<file path="src/rtl/fetch_pkg.sv">
// Shared fetch-stage types and constants.
// Used by fetch_unit, fetch_fifo and decode.
package fetch_pkg;

  typedef enum logic [1:0] {
    BOOT  = 2'd0,
    RUN   = 2'd1,
    FLUSH = 2'd2
  } fetch_state_t;

  localparam int XLEN_DEF = 32;
  localparam int INSTR_W  = 32;
  localparam logic [INSTR_W-1:0] NOP = 32'h0000_0013;

endpackage

</file>
<file path="src/rtl/fetch_fifo.sv">
// Synchronous instruction buffer for the fetch stage.
// flush wins over push and pop in the same cycle.
module fetch_fifo
  import fetch_pkg::*;
#(
  parameter int W     = 64,
  parameter int DEPTH = 2,
  localparam int AW   = $clog2(DEPTH)
) (
  input  logic          clk,
  input  logic          rst,
  input  logic          push,
  input  logic          pop,
  input  logic          flush,
  input  logic [W-1:0]  wdata,
  output logic [W-1:0]  rdata,
  output logic [AW:0]   count,
  output logic          empty,
  output logic          full
);

  logic [W-1:0]  mem_q [DEPTH];
  logic [W-1:0]  mem_d [DEPTH];
  logic [AW-1:0] wr_q, wr_d;
  logic [AW-1:0] rd_q, rd_d;
  logic [AW:0]   cnt_q, cnt_d;

  assign rdata = mem_q[rd_q];
  assign count = cnt_q;
  assign empty = (cnt_q == '0);
  assign full  = (cnt_q == (AW+1)'(DEPTH));

  // Next pointers, occupancy and storage.
  always_comb begin
    mem_d = mem_q;
    wr_d  = wr_q;
    rd_d  = rd_q;
    cnt_d = cnt_q;
    if (flush) begin
      wr_d  = '0;
      rd_d  = '0;
      cnt_d = '0;
    end else begin
      if (push) begin
        mem_d[wr_q] = wdata;
        wr_d = wr_q + AW'(1);
      end
      if (pop) begin
        rd_d = rd_q + AW'(1);
      end
      unique case ({push, pop})
        2'b10:   cnt_d = cnt_q + (AW+1)'(1);
        2'b01:   cnt_d = cnt_q - (AW+1)'(1);
        default: cnt_d = cnt_q;
      endcase
    end
  end

  // Storage is cleared on reset so the head reads as zero.
  always_ff @(posedge clk) begin
    if (rst) begin
      for (int i = 0; i < DEPTH; i++) begin
        mem_q[i] <= '0;
      end
      wr_q  <= '0;
      rd_q  <= '0;
      cnt_q <= '0;
    end else begin
      mem_q <= mem_d;
      wr_q  <= wr_d;
      rd_q  <= rd_d;
      cnt_q <= cnt_d;
    end
  end

endmodule

</file>
<file path="src/rtl/fetch_unit.sv">
// Instruction fetch: PC, credit-limited imem requests,
// wrong-path drop on redirect, buffered hand-off to decode.
module fetch_unit
  import fetch_pkg::*;
#(
  parameter int               XLEN       = XLEN_DEF,
  parameter logic [XLEN-1:0]  RESET_PC   = '0,
  parameter int               FIFO_DEPTH = 2
) (
  input  logic               clk,
  input  logic               rst,
  output logic               imem_req,
  output logic [XLEN-1:0]    imem_addr,
  input  logic               imem_gnt,
  input  logic               imem_rvalid,
  input  logic [INSTR_W-1:0] imem_rdata,
  input  logic               pc_sel,
  input  logic [XLEN-1:0]    pc_target,
  output logic [INSTR_W-1:0] instr,
  output logic [XLEN-1:0]    instr_pc,
  output logic               instr_valid,
  input  logic               instr_ready
);

  localparam int CW = $clog2(FIFO_DEPTH) + 1;
  localparam int FW = INSTR_W + XLEN;

  fetch_state_t    state_q, state_d;
  logic [XLEN-1:0] fetch_pc_q, fetch_pc_d;
  logic [XLEN-1:0] resp_pc_q, resp_pc_d;
  logic [CW-1:0]   outstanding_q, outstanding_d;
  logic [CW-1:0]   drop_cnt_q, drop_cnt_d;

  logic [CW-1:0]   fifo_count;
  logic            fifo_empty;
  logic            fifo_full;
  logic [FW-1:0]   fifo_rdata;
  logic [CW:0]     credit_used;
  logic [XLEN-1:0] target_al;
  logic            issue;
  logic            push;
  logic            pop;

  assign target_al   = pc_target & ~XLEN'(3);
  assign credit_used = {1'b0, outstanding_q} + {1'b0, fifo_count};
  assign imem_req    = (state_q != BOOT) & ~pc_sel
                     & (credit_used < (CW+1)'(FIFO_DEPTH));
  assign imem_addr   = fetch_pc_q;
  assign issue       = imem_req & imem_gnt;
  assign instr_valid = ~fifo_empty & ~pc_sel;
  assign pop         = instr_valid & instr_ready;
  assign instr       = fifo_rdata[FW-1:XLEN];
  assign instr_pc    = fifo_rdata[XLEN-1:0];

  // Fetch PC and in-flight request count.
  always_comb begin
    fetch_pc_d    = fetch_pc_q;
    outstanding_d = outstanding_q + CW'(issue) - CW'(imem_rvalid);
    if (pc_sel) begin
      fetch_pc_d = target_al;
    end else if (issue) begin
      fetch_pc_d = fetch_pc_q + XLEN'(4);
    end
  end

  // Response routing: drop stale words, otherwise buffer them.
  always_comb begin
    drop_cnt_d = drop_cnt_q;
    resp_pc_d  = resp_pc_q;
    push       = 1'b0;
    if (imem_rvalid) begin
      if (drop_cnt_q != '0) begin
        drop_cnt_d = drop_cnt_q - CW'(1);
      end else if (!pc_sel) begin
        push      = 1'b1;
        resp_pc_d = resp_pc_q + XLEN'(4);
      end
    end
    if (pc_sel) begin
      drop_cnt_d = outstanding_q - CW'(imem_rvalid);
      resp_pc_d  = target_al;
    end
  end

  // Fetch FSM.
  always_comb begin
    state_d = state_q;
    case (state_q)
      BOOT: state_d = RUN;
      RUN: begin
        if (pc_sel && drop_cnt_d != '0) state_d = FLUSH;
      end
      FLUSH: begin
        if (!pc_sel && drop_cnt_d == '0) state_d = RUN;
      end
      default: state_d = BOOT;
    endcase
  end

  // State registers.
  always_ff @(posedge clk) begin
    if (rst) begin
      state_q       <= BOOT;
      fetch_pc_q    <= RESET_PC;
      resp_pc_q     <= RESET_PC;
      outstanding_q <= '0;
      drop_cnt_q    <= '0;
    end else begin
      state_q       <= state_d;
      fetch_pc_q    <= fetch_pc_d;
      resp_pc_q     <= resp_pc_d;
      outstanding_q <= outstanding_d;
      drop_cnt_q    <= drop_cnt_d;
    end
  end

  fetch_fifo #(
    .W     (FW),
    .DEPTH (FIFO_DEPTH)
  ) u_fifo (
    .clk   (clk),
    .rst   (rst),
    .push  (push),
    .pop   (pop),
    .flush (pc_sel),
    .wdata ({imem_rdata, resp_pc_q}),
    .rdata (fifo_rdata),
    .count (fifo_count),
    .empty (fifo_empty),
    .full  (fifo_full)
  );

  logic unused_ok;
  assign unused_ok = fifo_full;

endmodule

</file>
<file path="config.mk">
export PLATFORM = sky130hd
export DESIGN_NAME = fetch_unit
export DESIGN_NICKNAME = d
export VERILOG_FILES = /design/src/rtl/fetch_pkg.sv /design/src/rtl/fetch_fifo.sv /design/src/rtl/fetch_unit.sv
export SDC_FILE = /design/constraint.sdc
export NUM_CORES = 1
export LEC_CHECK = 0
export CAP_MARGIN = 20
export CORE_MARGIN = 4
export CORE_UTILIZATION = 53
export DETAILED_ROUTE_END_ITERATION = 16
export PLACE_DENSITY_LB_ADDON = 0.12
export SETUP_SLACK_MARGIN = 0.1
export SYNTH_ARGS = -nofsm -noshare
export SYNTH_HDL_FRONTEND = slang
export SYNTH_SLANG_ARGS = --single-unit
</file>
<file path="constraint.sdc">
create_clock -name clk -period 3.63 [get_ports clk]
set_input_delay 1.089 -clock clk [delete_from_list [all_inputs] [get_ports clk]]
set_output_delay 1.089 -clock clk [all_outputs]
set_load 0.03 [all_outputs]
</file>
* Yosys cells after proc, flatten, opt, wreduce, memory -nomap -nowiden
Index checks and enable logic that the tools add are counted.
** Storage, ports and cells
- Flip-flop bits (word level) :: 202
- Bits of input ports :: 70
** Operators by class
- Add/sub/neg operators :: 11
- $lt $le $gt $ge :: 4
- Equality and inequality tests :: 7
- Multiplexer cells :: 21
- Bitwise operators :: 10
- Reduce and logical (&&, ||, !) cells :: 18
** Operators with widths (count)
- $mux 64 :: 4
- $mux 32 :: 5
- $bwmux 128 :: 1
- $add 32x3->32 const B :: 2
- $demux 64 s1 :: 1
- $reduce_bool 2->1 :: 6
- $mux 2 :: 5
- $reduce_and 2->1 :: 4
- $logic_not 2->1 :: 3
- $ne 2x2->1 const B :: 3
- $pmux 2 s3 :: 1
- $and 1x1->1 :: 5
- $eq 2x1->1 const B :: 2
- $eq 2x2->1 const B :: 2
- $ge 2x2->1 const B :: 2
- $not 1->2 :: 2
- $pmux 2 s2 :: 1
- $sub 2x1->2 :: 2
- $sub 2x1->2 const B :: 2
- $add 2x2->3 :: 1
- $logic_and 1x1->1 :: 3
- $lt 3x2->1 const B :: 1
- $mux 1 :: 3
- $not 1->1 :: 3
- other kinds (6) :: 7

* Longest topological paths before layout
- Word-level depth :: 8
- Depth in mapped cells :: 12

* Cells and area by module
From an unflattened synthesis, not the netlist that was laid out.
** Second synthesis, totals
- Cell total of the unflattened synthesis :: 1128
- Area, all modules :: 9181.3 um^2
** Modules (own cells, without submodules)
- fetch_fifo :: times used 1, cells each 648, area an instance 5383.9 um^2
- fetch_unit :: times used 1, cells each 480, area an instance 3797.4 um^2

* Worst setup path after synthesis
OpenSTA, ideal clock, no wires.
- Kind :: input-to-reg
- From :: input pc_sel
- To :: register outstanding_q[1]
- Arrival time :: 2898 ps
- Data required time :: 3502 ps
- Slack :: 604 ps
- Cell stages on the path :: 11
- Cells stage by stage :: clkbuf_1 -> nor3_1 -> and2_1 -> inv_1 -> buf_1 -> ha_1 -> inv_1 -> ha_1 -> xor2_1 -> xnor2_1 -> nor2_1
** On the way
- Cells in the longest elaborated chain, start to end :: 6
** Ends and longest elaborated chain
- start, declared :: line fetch_unit.sv:17 : input logic pc_sel,
- $not 1->1 (no line)
- $and 1x1->1 :: line fetch_unit.sv:46 : assign imem_req = (state_q != BOOT) & ~pc_sel
- $and 1x1->1 :: line fetch_unit.sv:47 : & (credit_used < (CW+1)'(FIFO_DEPTH));
- $and 1x1->1 :: line fetch_unit.sv:49 : assign issue = imem_req & imem_gnt;
- $add 2x1->2 :: line fetch_unit.sv:58 : outstanding_d = outstanding_q + CW'(issue) - CW'(imem_rvalid);
- $sub 2x1->2 :: line fetch_unit.sv:58
- end signal, assigned :: line fetch_unit.sv:112 : outstanding_q <= outstanding_d;
- end, declared :: line fetch_unit.sv:31 : logic [CW-1:0] outstanding_q, outstanding_d;
No other way between the ends.
A chain may end at the register's enable or synchronous reset.

* Final worst setup path
- From :: input pc_sel
- To :: output imem_req
** On the way
- Cells in the longest elaborated chain, start to end :: 3
** Ends and longest elaborated chain
- $not 1->1 (no line)
- $and 1x1->1 :: line fetch_unit.sv:46
- $and 1x1->1 :: line fetch_unit.sv:47
- end, declared :: line fetch_unit.sv:12 : output logic imem_req,
No other way between the ends.

==> results.py <==
metrics = {
    "pwr": {
        "leakage_nw": 3.84,
        "p_seq_frac": 0.475,
        "power_frac_clock": 0.381,
        "ir_worst_vdd_mv": 0.387,
        "combPwrFrac": 0.144,
        "power_density_nw_per_um2": 431,
        "power_switching_w": 0.00132,
        "p_sw_frac": 0.269,
        "p_int_w": 0.00359,
    },
    "hold_path": {
        "whs_path_depth": 2,
        "hold_end": "u_fifo.mem_q[31]",
        "min-delay-start": "u_fifo.mem_q[31]",
        "holdCritPathClass": "reg2reg",
    },
    "routing": {
        "wl_per_cell_um": 16.3,
        "postRouteAntennaNets": 0,
        "drc_errors": 0,
        "viasPerCell": 5.64,
        "firstDrtPassIters": 5,
        "drt_wl_total_mm": 24.0,
        "vias": 8304,
        "drt_iter0_drc": 588,
    },
    "clock_network": {
        "root_buffer": "clkbuf_16",
        "cts.sinks": 194,
        "clk_latency_ns": 0.43,
        "ctsResizeCount": 0,
        "cts-hold-fix-buffers": 0,
        "postCtsSetupBuffers": 0,
        "clk_path_buf_depth": 2,
        "htree_levels": 4,
        "path_clk_slew_ns": 0.07,
        "cts_buffers": 17,
        "cts_tree": "yes",
    },
    "sta": {
        "fin_setup_tns_ns": 0,
        "finalSetupViolCount": 0,
        "fin_worst_skew_ns": 0.00880,
        "clock.fmax_mhz": 307,
        "grt_setup_unrepaired": "no",
        "worstMarginPinSlew_ns": 0.797,
        "timing.final.ws_setup_ns": 0.373,
        "layout_min_cycle_time_ns": 3.26,
        "slew_headroom": 0.468,
        "final_max_slew_viol_count": 0,
        "post-route-period-util": 0.897,
        "hold_viol_final": 0,
    },
    "global_routing": {
        "grt_pass1_wl_mm": 39.2,
        "track_usage": 0.244,
        "overflow": 0,
        "antenna_found_initial": 0,
        "grt_pass1_vias": 7871,
        "grt_max_degree": 174,
    },
    "layout": {
        "layout_commonest_cell": "nand2_1",
        "drive_gt1_frac": 0.111,
        "syn_to_final_growth_pct": 26.4,
        "n_antenna_cell": 0,
        "fin_area_um2": 11400,
        "most-common-layout-cells": "291 x nand2_1, 193 x dfxtp_1, 158 x clkdlybuf4s50_1",
        "nNetsFinal": 1318,
        "fillers": 1427,
    },
    "logic_synthesis": {
        "syn_area_per_cell_um2": 8.05,
        "synth_edf_count": 0,
        "synthesis.area_um2": 9010,
        "synth_area_leaders": "dfxtp_1 43%, nand2_1 12%, a21oi_1 8.2%",
        "synth-async-reset-ratio": 0,
        "yosys.area.top_type": "dfxtp_1",
        "ys_seq_elements": 194,
        "ys.flop_type": "dfxtp_1",
        "ys_types": 60,
        "seq_area_frac_synth": 0.431,
        "yosysWarnings": 0,
        "synthCells": 1120,
        "synth.top_cell.area_share": 0.431,
    },
    "worst_setup_path": {
        "start_kind": "primary input",
        "worstPathArrival_ns": 2.17,
        "rr_startpoint": "u_fifo.count[0]",
        "r2r_setup_slack_ns": 0.88,
        "cp_max_fo": 2,
        "ff2ff_path_depth": 12,
        "worst_r2r_endpoint": "outstanding_q[1]",
        "worstSetupPathType": "in2out",
        "worstPathRequired_ns": 2.54,
        "end_kind": "output port",
    },
    "outcome": {
        "status": "finished clean",
    },
    "placed_design": {
        "dp_hpwl_mm": 15.7,
        "dp_slack_ns": 0.326,
        "port_buffers": 161,
        "gp_congestion": 0.876,
        "dpl_cell_area_um2": 10800,
    },
    "die": {
        "ios": 168,
        "coreArea_um2": 16600,
        "dieWidth_um": 138,
        "initial_core_util": 0.541,
        "rows": 47,
        "die_y_um": 138,
        "dieArea_um2": 19200,
    },
    "run": {
        "cap_violations": 0,
    },
}
synth_stat cells (9+ instances only):
library cell / instances
xnor2_1: 31
a21oi_1: 148
a31oi_1: 12
nor2_1: 50
nor3_1: 12
nand4_1: 14
inv_1: 10
nand3_1: 32
nand2_1: 291
o21ai_0: 23
a21boi_0: 10
a211oi_1: 12
dfxtp_1: 194
o21a_1: 11
and3_1: 9
clkbuf_1: 64
mux2_2: 64
nor4_1: 16
state kept, by name, summed over array words and instances, names as in the netlist:
register,count
imem_addr,30
u_fifo.rd_q,1
u_fifo.wr_q,1
resp_pc_q,30
u_fifo.count,2
outstanding_q,2
u_fifo.mem_q,124
state_q,2
drop_cnt_q,2
cells by family (layout without fill, tap and decap cells):
logic type	after synthesis	count (layout)	share of synthesized area
fa+ha+maj	7	7	0.0106
other cells	1	4	0.000416
compound gates	249	249	0.161
buf+inv	97	227	0.0440
simple gates	467	467	0.233
mux	66	66	0.0822
flops	194	194	0.431
xor+xnor	39	39	0.0379
critical path, stage by stage:
cell	delay [ns]
clkdlybuf4s50_1	0.42
nor3_1	0.33
o21a_1	0.17
buf_4	0.15
metal layers:
layer / GRT usage / wire (um) / up-vias
met1: 0.345 / 11100 / 3882
li1: - / - / 4100
met2: 0.380 / 10900 / 288
met4: 0.0764 / 452 / 0
met5: 0 / 0 / -
met3: 0.0442 / 1450 / 34
final cells by class:
type	instances	area (um^2)	share of cell area
clock buffers	20	457	0.0401
clock inverters	11	129	0.0113
inverters	12	45.0	0.00396
multi-input cells	832	4760	0.418
flip-flops and latches	194	3880	0.341
well taps	220	275	0.0242
repair buffers	184	1840	0.162
metrics by stage:
stage	hold slack [ns]	instances	utilization	total power (W)
floorplan	0.433	1123	-	0.00277
global placement	0.438	1442	0.649	0.00307
detailed placement	0.443	1442	0.649	0.00308
CTS	0.454	1473	0.684	0.00493
global route	0.466	1473	0.684	0.00509
finish	0.452	1473	0.684	0.00491
worst max path at each step:
stage,from,endpoint,slack [ns],cells after the start
finish,pc_sel,imem_req,0.37,4
floorplan,pc_sel,outstanding_q[1],0.60,11
CTS,pc_sel,imem_req,0.36,4
detailed placement,pc_sel,outstanding_q[1],0.33,11
global placement,pc_sel,outstanding_q[1],0.33,11
global route,pc_sel,imem_req,0.29,4
power groups by stage:
stage	Combinational (W)	Sequential, W	Clock [W]
2_1_floorplan	0.000389	0.00238	0
3_3_place_gp	0.000699	0.00237	0
3_5_place_dp	0.000705	0.00237	0
4_1_cts	0.000710	0.00232	0.00190
5_1_grt	0.000767	0.00234	0.00198
6_report	0.000707	0.00233	0.00187
Power figures use the tool's default switching activity.
